[config.mk]
export PLATFORM = sky130hd
export DESIGN_NAME = life_frame_scanner
export DESIGN_NICKNAME = d
export VERILOG_FILES = /design/src/rtl/life_frame_scanner.sv
export SDC_FILE = /design/constraint.sdc
export NUM_CORES = 1
export LEC_CHECK = 0
export BUFFER_PORTS_ARGS = -buffer_cell sky130_fd_sc_hd__buf_2
export CAP_MARGIN = 5
export CORE_ASPECT_RATIO = 0.8
export CORE_UTILIZATION = 51
export CTS_BUF_LIST = sky130_fd_sc_hd__clkbuf_4 sky130_fd_sc_hd__clkbuf_8
export DETAILED_ROUTE_END_ITERATION = 8
export PLACE_DENSITY = 0.77
export SLEW_MARGIN = 20
export SYNTH_ARGS = -nofsm -noshare
export SYNTH_HDL_FRONTEND = slang
export SYNTH_SLANG_ARGS = --single-unit
[constraint.sdc]
create_clock -name clk -period 3.5 [get_ports clk]
set_input_delay 0.175 -clock clk [delete_from_list [all_inputs] [get_ports clk]]
set_output_delay 0.175 -clock clk [all_outputs]
set_load 0.005 [all_outputs]
[src/rtl/life_frame_scanner.sv]
// Captures a 10x10 Life grid on snap and streams it out row by row over valid/ready.
// Still-life detection is built only when STILL_DETECT_EN is defined; otherwise stable is tied low.
module life_frame_scanner #(
    parameter int ROWS = 10,
    parameter int COLS = 10
) (
    input  logic                 clk,
    input  logic                 rst,
    input  logic [ROWS*COLS-1:0] cells,
    input  logic                 snap,
    output logic [COLS-1:0]      row_data,
    output logic [3:0]           row_idx,
    output logic                 row_valid,
    input  logic                 row_ready,
    output logic                 frame_last,
    output logic                 busy,
    output logic                 snap_drop,
    output logic [6:0]           pop_count,
    output logic [15:0]          frame_cnt,
    output logic                 stable
);

    localparam int N = ROWS * COLS;
    localparam logic [3:0] LAST_ROW = 4'(ROWS - 1);

    typedef enum logic {IDLE, SEND} state_t;

    state_t          state_q,      state_d;
    logic [N-1:0]    frame_q,      frame_d;
    logic [COLS-1:0] row_data_q,   row_data_d;
    logic [3:0]      row_idx_q,    row_idx_d;
    logic            frame_last_q, frame_last_d;
    logic            snap_drop_q,  snap_drop_d;
    logic [6:0]      acc_q,        acc_d;
    logic [6:0]      pop_count_q,  pop_count_d;
    logic [15:0]     frame_cnt_q,  frame_cnt_d;

    logic [3:0]      next_idx;
    logic [6:0]      row_pop;
    logic            capture;

    function automatic logic [6:0] popcount(input logic [COLS-1:0] v);
        logic [6:0] cnt;
        cnt = '0;
        for (int i = 0; i < COLS; i++) begin
            cnt = cnt + 7'(v[i]);
        end
        return cnt;
    endfunction

    function automatic logic [COLS-1:0] row_of(input logic [N-1:0] f, input logic [3:0] idx);
        return f[idx*COLS +: COLS];
    endfunction

    assign next_idx = row_idx_q + 4'd1;
    assign row_pop  = popcount(row_data_q);
    assign capture  = (state_q == IDLE) && snap;

    always_comb begin
        state_d      = state_q;
        frame_d      = frame_q;
        row_data_d   = row_data_q;
        row_idx_d    = row_idx_q;
        frame_last_d = frame_last_q;
        snap_drop_d  = 1'b0;
        acc_d        = acc_q;
        pop_count_d  = pop_count_q;
        frame_cnt_d  = frame_cnt_q;
        case (state_q)
            IDLE: begin
                if (snap) begin
                    frame_d      = cells;
                    row_data_d   = cells[COLS-1:0];
                    row_idx_d    = 4'd0;
                    frame_last_d = (LAST_ROW == 4'd0);
                    acc_d        = '0;
                    state_d      = SEND;
                end
            end
            SEND: begin
                snap_drop_d = snap;
                if (row_ready) begin
                    if (row_idx_q == LAST_ROW) begin
                        // Final transfer: publish the frame's statistics and go idle.
                        pop_count_d  = acc_q + row_pop;
                        acc_d        = '0;
                        frame_cnt_d  = frame_cnt_q + 16'd1;
                        frame_last_d = 1'b0;
                        state_d      = IDLE;
                    end else begin
                        acc_d        = acc_q + row_pop;
                        row_idx_d    = next_idx;
                        row_data_d   = row_of(frame_q, next_idx);
                        frame_last_d = (next_idx == LAST_ROW);
                    end
                end
            end
            default: state_d = IDLE;
        endcase
    end

    always_ff @(posedge clk or negedge rst) begin
        if (!rst) begin
            state_q      <= IDLE;
            frame_q      <= '0;
            row_data_q   <= '0;
            row_idx_q    <= '0;
            frame_last_q <= 1'b0;
            snap_drop_q  <= 1'b0;
            acc_q        <= '0;
            pop_count_q  <= '0;
            frame_cnt_q  <= '0;
        end else begin
            state_q      <= state_d;
            frame_q      <= frame_d;
            row_data_q   <= row_data_d;
            row_idx_q    <= row_idx_d;
            frame_last_q <= frame_last_d;
            snap_drop_q  <= snap_drop_d;
            acc_q        <= acc_d;
            pop_count_q  <= pop_count_d;
            frame_cnt_q  <= frame_cnt_d;
        end
    end

`ifdef STILL_DETECT_EN
    logic [N-1:0] prev_frame_q, prev_frame_d;
    logic         prev_valid_q, prev_valid_d;
    logic         stable_q,     stable_d;

    // Compare against the raw input at capture so stable is ready with row 0.
    always_comb begin
        prev_frame_d = prev_frame_q;
        prev_valid_d = prev_valid_q;
        stable_d     = stable_q;
        if (capture) begin
            stable_d     = prev_valid_q && (cells == prev_frame_q);
            prev_frame_d = cells;
            prev_valid_d = 1'b1;
        end
    end

    always_ff @(posedge clk or negedge rst) begin
        if (!rst) begin
            prev_frame_q <= '0;
            prev_valid_q <= 1'b0;
            stable_q     <= 1'b0;
        end else begin
            prev_frame_q <= prev_frame_d;
            prev_valid_q <= prev_valid_d;
            stable_q     <= stable_d;
        end
    end

    assign stable = stable_q;
`else
    logic unused_capture;
    assign unused_capture = capture;
    assign stable         = 1'b0;
`endif

    assign row_data   = row_data_q;
    assign row_idx    = row_idx_q;
    assign row_valid  = (state_q == SEND);
    assign busy       = (state_q == SEND);
    assign frame_last = frame_last_q;
    assign snap_drop  = snap_drop_q;
    assign pop_count  = pop_count_q;
    assign frame_cnt  = frame_cnt_q;

endmodule
==> results of run 1 <==
logic make-up (layout without fill, tap and decap cells):
logic type / count (synthesis) / after routing / share of synthesized area [%]
adder cells (fa/ha/maj): 16 / 16 / 3.62
XOR/XNOR: 21 / 21 / 2.64
buffers and inverters: 58 / 306 / 4.21
AND/OR/NAND/NOR: 372 / 372 / 21.8
other: 1 / 1 / 0.0538
multiplexers: 34 / 34 / 8.93
flip-flops: 147 / 147 / 52.7
AO/OA/AOI/OAI: 62 / 62 / 6.06
sequential cells by signal, summed over array words and instances, names as in the netlist:
signal      flops
row_idx         4
busy            1
frame_cnt      16
row_data       10
frame_last      1
pop_count       7
acc_q           7
frame_q       100
snap_drop       1
stage by stage:
stage | instance area, sq um | utilization (%) | std cells | total power (W)
2_1_floorplan | 6980 | - | 711 | 0.00560
3_3_place_gp | 7830 | 59.7 | 1002 | 0.00661
3_5_place_dp | 7830 | 59.7 | 1002 | 0.00676
4_1_cts | 9260 | 70.7 | 1133 | 0.00837
5_1_grt | 9280 | 70.8 | 1134 | 0.00909
6_report | 9280 | 70.8 | 1134 | 0.00841
worst max path at each step:
stage                     cells past startpoint                    start                  endpoint
after floorplan                              13  row_data[5]$_DFFE_PN0P_  pop_count[4]$_DFFE_PN0P_
after global placement                       13  row_data[5]$_DFFE_PN0P_  pop_count[4]$_DFFE_PN0P_
final                                        11  row_data[0]$_DFFE_PN0P_  pop_count[4]$_DFFE_PN0P_
after CTS                                    13  row_data[5]$_DFFE_PN0P_  pop_count[4]$_DFFE_PN0P_
after global routing                         13  row_data[5]$_DFFE_PN0P_  pop_count[4]$_DFFE_PN0P_
after detailed placement                     13  row_data[5]$_DFFE_PN0P_  pop_count[4]$_DFFE_PN0P_
cell usage after synthesis (all sizes together) (3+ instances only):
| cell | instances | area share, % |
|---|---|---|
| a21oi | 18 | 1.3 |
| a22oi | 10 | 1.1 |
| a32oi | 9 | 1.1 |
| and2 | 4 | 0.39 |
| and4 | 4 | 0.50 |
| buf | 28 | 2.6 |
| clkbuf | 12 | 0.66 |
| dfrtp | 147 | 53 |
| fa | 7 | 2.0 |
| ha | 9 | 1.6 |
| inv | 18 | 0.97 |
| mux2 | 14 | 2.3 |
| mux4 | 20 | 6.7 |
| nand2 | 328 | 18 |
| nand3 | 12 | 0.93 |
| nor2 | 11 | 0.70 |
| nor2b | 4 | 0.36 |
| o21ai | 13 | 0.99 |
| o22ai | 3 | 0.36 |
| xnor2 | 17 | 2.1 |
| xor2 | 4 | 0.50 |
routing by layer:
layer  up-vias  global-route usage, %  part of all wire [%]
met2       239                   44.7                    47
met3        33                   6.43                   7.4
met4         0                   8.87                   2.0
li1       2787                      -                     -
met5         -                      0                     0
met1      2784                   36.7                    44
where the power goes:
group | switching [W] | internal [W] | leakage (nW)
combinational | 0.00206 | 0.00198 | 2.73
sequential | 0.000472 | 0.00246 | 1.86
clock | 0.000654 | 0.000786 | 0.213
worst max-delay path, cell delays in order (launching register included):
cell     delay, ns
dfrtp_1       0.41
fa_1          0.53
fa_1          0.52
inv_1         0.05
fa_1          0.50
fa_2          0.22
inv_2         0.04
fa_2          0.33
a21o_1        0.18
a21o_1        0.21
xor2_1        0.16
mux2_4        0.26
area by class of cell:
type	count	area, sq um
fillers	948	3820
inverters	18	67.6
clock buffers	22	290
multi-input cells	506	3030
well taps	175	219
repair buffers	256	1840
clock inverters	10	148
flip-flops and latches	147	3680
what timing repair did:
| item | CTS | global route |
|---|---|---|
| gates resized for setup | 3 | 4 |
| setup buffers | 0 | 1 |
| setup endpoints to repair | 3 | 4 |
| pin swaps | 1 | 2 |
| hold buffers | 99 | 0 |
| hold endpoints to repair | 201 | 0 |
| cloned | 0 | 0 |
==> metrics.md, run 1 <==
| Metric | Value |
|---|---|
| Area of the core region | approximately 13000 sq um |
| Final setup viols | 1 |
| Antenna violations before repair | 0 |
| Status | complete, but fails checks |
| Rows | 37 |
| DR vias | 5843 |
| R2r endpoint | pop_count[4]$_DFFE_PN0P_ |
| Worst vdd ir | 0.678 mV |
| WL final | 18100 um |
| Slew @ Worst Pin | approximately 1.0 ns |
| Yosys cell types | 45 |
| DR pass1 iterations | 4 |
| Syn Inst Count | about 700 |
| Commonest non-fill, non-tap cell in the layout | nand2_1 |
| CTS tree | done |
| Failing checks | negative setup slack |
| Worst Path Required | 3.82 ns |
| H-tree levels | 4 |
| Chip Width | 133 um |
| Hold EP | frame_q[6]$_DFFE_PN0P_ |
| Main synth FF type | dfrtp_1 |
| Nature of the critical path endpoint | register |
| DRC | 0 |
| Post-synth EDFFs | 0 |
| Remaining antenna violation count | 0 |
| Max-slew headroom | about a third |
| R2R Path Start | row_data[0]$_DFFE_PN0P_ |
| Die Area | 14200 sq um |
| Setup TNS Final | -0.00531 ns |
| Gr usage total | 27.5% |
| Post-Syn Nets | about 830 |
| Seq cells post-synth | 147 |
| Port buffer count | 144 |
| Vias in the first global route | between 5000 and 6000 |
| Die Y | 107 um |
| Max-cap violations | 0 |
| Hold slack | 0.0229 ns |
| Final Worst Setup Slack | -0.00531 ns |
| Boundary Pins | between 100 and 150 |
| Hold Vio Cnt, Final | 0 |
| Leak Pwr | 4.80 nW |
| Setup WS pre-CTS | -0.0684 ns |
| Area growth syn-to-layout | 33.0% |
| Final critical-path share of the clock period | 100% |
| CP Launch Type | register |
| WL per Instance | 15.9 um |
| Share of cells above drive strength 1 | about a quarter |
| Worst-path fanout max | 4 |
| RSZ-0062 raised after global routing | yes |
| Slew Limit Fails | 0 |
| Clock Tree Buf Depth | 2 |
| First-pass GRT wire length | just under 30000 um |
| Hold Path Class | in -> reg |
| Initial Util | 53.3% |
| Tmin final | between 3 and 4 ns |
| Seq/Total Area, Yosys | a little over half |
| Grt total ovfl | 0 |
| HP Start | cells[6] |
| Ant diodes | 0 |
| TritonCTS Buffers | 17 |
| Clock Skew | ~0.017 ns |
| DR vias/cell | 5.15 |
| PD cells | 906 nW/um^2 |
| Max Clock Freq | 285 MHz |
| HPWL Detailed | 10500 um |
| First DRT Iteration DRCs | 383 |
| Yosys warns | 0 |
| CTS sink count | 147 |
| Reg2Reg Setup Slack | -0.005 ns |
| WP data arrival | 3.83 ns |
| Clock latency on the worst-skew pair | 0.44 ns |
| Syn Area/Cell | 9.81 sq um |
| Hold path depth | 3 |
| Reg2reg path depth | 11 |
| Cell area after synthesis | 6980 sq um |
| Worst setup path category | reg -> reg |
| Routability Congestion | roughly 0.84 |
| Largest net degree at the start of global routing | 114 |
| Layout Nets | 1066 |
| Root Driver | clkbuf_8 |
| Post-synth ARST share | 100% |
| Clk slew on worst S/H paths | 0.09 ns |
| Commonest non-fill, non-tap cells in the layout | 327 x nand2_1, 146 x dfrtp_1, 143 x buf_2 |
Note: power is estimated with default switching activity, not from simulation.
==> inputs of run 2 (changes only) <==
--- a/config.mk
+++ b/config.mk
@@ -11,6 +11,7 @@
 export CORE_UTILIZATION = 51
 export CTS_BUF_LIST = sky130_fd_sc_hd__clkbuf_4 sky130_fd_sc_hd__clkbuf_8
 export DETAILED_ROUTE_END_ITERATION = 8
+export MAX_ROUTING_LAYER = met4
 export PLACE_DENSITY = 0.77
 export SLEW_MARGIN = 20
 export SYNTH_ARGS = -nofsm -noshare
==> run 2 against run 1 <==
Compared with the run above: the flow still finishes with violations (negative setup slack); largest power group unchanged; critical path depth unchanged; register-to-register slack about the same; maximum frequency about the same; hold slack better by 0.0058 ns; first-iteration DRC count down 7.6%.
==> metrics.md, run 2 (synthesized netlist as in run 1, its figures left out) <==
| Metric | Value |
|---|---|
| HPWL Detailed | 10500 um (unchanged) |
| Die Area | 14200 sq um (unchanged) |
| Worst setup path category | reg -> reg (unchanged) |
| First-pass GRT wire length | 29800 um (about the same) |
| Area of the core region | 13100 sq um (unchanged) |
| RSZ-0062 raised after global routing | yes (unchanged) |
| Biggest register | frame_q (unchanged) |
| Hold Path Class | in -> reg (unchanged) |
| CTS tree | done (unchanged) |
| PD cells | 906 nW/um^2 (about the same) |
| Tmin final | 3.51 ns (about the same) |
| Max-cap violations | 0 (unchanged) |
| Remaining antenna violation count | 0 (unchanged) |
| Slew @ Worst Pin | 1.01 ns (about the same) |
| Largest register FFs | 100 (unchanged) |
| Max Clock Freq | 285 MHz (about the same) |
| Clk slew on worst S/H paths | 0.09 ns (about the same) |
| Area growth syn-to-layout | 33.0% (unchanged) |
| Setup WS pre-CTS | -0.0684 ns (unchanged) |
| Layout Nets | 1066 (unchanged) |
| DP Area | 7830 sq um (unchanged) |
| Port buffer count | 144 (unchanged) |
| Fin util | 70.8% (unchanged) |
| CP Launch Type | register (unchanged) |
| Worst vdd ir | 0.683 mV (was 0.678 mV) |
| WL per Instance | 16.0 um (was 15.9 um) |
| WP data arrival | 3.83 ns (about the same) |
| Gr usage total | 28.3% (was 27.5%) |
| Routed wl met2 | 8510 um (was 8470 um) |
| Chip Width | 133 um (unchanged) |
| DR vias | 5827 (was 5843) |
| Initial Util | 53.3% (unchanged) |
| Clock Skew | 0.0181 ns (was 0.0167 ns) |
| H-tree levels | 4 (unchanged) |
| Clock Tree Buf Depth | 2 (unchanged) |
| Die Y | 107 um (unchanged) |
| Commonest non-fill, non-tap cell in the layout | nand2_1 (unchanged) |
| Routability Congestion | 0.854 (was 0.841) |
| DRC | 0 (unchanged) |
| First DRT Iteration DRCs | 354 (was 383) |
| Post-layout total power | 0.00841 W (about the same) |
| WL final | 18100 um (about the same) |
| Root Driver | clkbuf_8 (unchanged) |
| Max-slew headroom | 32.4% (was 32.9%) |
| Status | complete, but fails checks (unchanged) |
| Final setup viols | 1 (unchanged) |
| Hold Vio Cnt, Final | 0 (unchanged) |
| Worst-path fanout max | 4 (unchanged) |
| Commonest non-fill, non-tap cells in the layout | 327 x nand2_1, 146 x dfrtp_1, 143 x buf_2 (unchanged) |
| Final critical-path share of the clock period | 100% (about the same) |
| Share of cells above drive strength 1 | 24.6% (unchanged) |
| Clock latency on the worst-skew pair | 0.44 ns (about the same) |
| TritonCTS Buffers | 17 (unchanged) |
| Largest net degree at the start of global routing | 114 (unchanged) |
| Slew Limit Fails | 0 (unchanged) |
| CTS sink count | 147 (unchanged) |
| Rows | 37 (unchanged) |
| DR pass1 iterations | 5 (was 4) |
| Vias in the first global route | 5968 (was 5974) |
| Failing checks | negative setup slack (unchanged) |
| Boundary Pins | 146 (unchanged) |
| Met3 wire length | 1180 um (was 1340 um) |
| Hold slack | 0.0287 ns (was 0.0229 ns) |
| Nature of the critical path endpoint | register (unchanged) |
| DR vias/cell | 5.14 (was 5.15) |
| Worst Path Required | 3.82 ns (about the same) |
| Design area | 9280 sq um (unchanged) |
| WL met1 | 8050 um (was 7900 um) |
| Ant diodes | 0 (unchanged) |
| Final Worst Setup Slack | -0.00859 ns (was -0.00531 ns) |
| Grt total ovfl | 0 (unchanged) |
| Antenna violations before repair | 0 (unchanged) |
| Top routing layer used | met4 (unchanged) |
| Leak Pwr | 4.80 nW (unchanged) |
## run 2: layer usage
layer  track usage, %  vias to the layer above
li1                 -                     2783
met2             44.6                      215
met1             36.9                     2794
met5                -                        -
met4             9.03                        0
met3             6.29                       35
## run 2: layout make-up
type                            instances  area [sq um]
Fill cell                             948          3820
Tap cell                              175           219
Inverter                               18          67.6
Clock buffer                           22           290
Clock inverter                         10           148
Sequential cell                       147          3680
Multi-Input combinational cell        506          3030
Timing Repair Buffer                  256          1840
## run 2: worst max-delay path, cell delays in order (launching register included)
cell and delay [ns]:
dfrtp_1 0.41, fa_1 0.53, fa_1 0.52, inv_1 0.05, fa_1 0.50, fa_2 0.22, inv_2 0.04, fa_2 0.33
a21o_1 0.18, a21o_1 0.21, xor2_1 0.16, mux2_4 0.26
## run 2: what timing repair did
item                                   CTS  global route
gates cloned                             0             0
pin swaps                                1             2
endpoints found under the hold margin  201             0
setup buffers                            0             1
hold buffers                            99             0
setup endpoints to repair                3             4
resized for setup                        3             4
## run 2: final timing paths
check                           slack, ns  cells after the start                       from                        end
worst max-delay path               -0.009                     11    row_data[0]$_DFFE_PN0P_   pop_count[4]$_DFFE_PN0P_
worst min-delay path                 0.03                      3                   cells[6]     frame_q[6]$_DFFE_PN0P_
worst max register to register     -0.009                     11    row_data[0]$_DFFE_PN0P_   pop_count[4]$_DFFE_PN0P_
worst min register to register       0.47                      1  frame_cnt[15]$_DFFE_PN0P_  frame_cnt[15]$_DFFE_PN0P_
max in group asynchronous            2.22                      3                        rst       acc_q[4]$_DFFE_PN0P_
min in group asynchronous            0.41                      2                        rst    frame_q[86]$_DFFE_PN0P_
## run 2: per-stage QoR
| stage | std cells | TNS, ns |
|---|---|---|
| detailed placement | 1002 | -0.141 |
| floorplan | 711 | 0 |
| global route | 1134 | -0.154 |
| finish | 1134 | -0.00859 |
| CTS | 1133 | 0 |
| global placement | 1002 | 0 |
## run 2: power by group
part | internal [W] | total (W) | switching [W] | leakage [nW]
sequential | 0.00246 | 0.00293 | 0.000471 | 1.86
combinational | 0.00198 | 0.00404 | 0.00206 | 2.73
clock | 0.000786 | 0.00144 | 0.000655 | 0.213
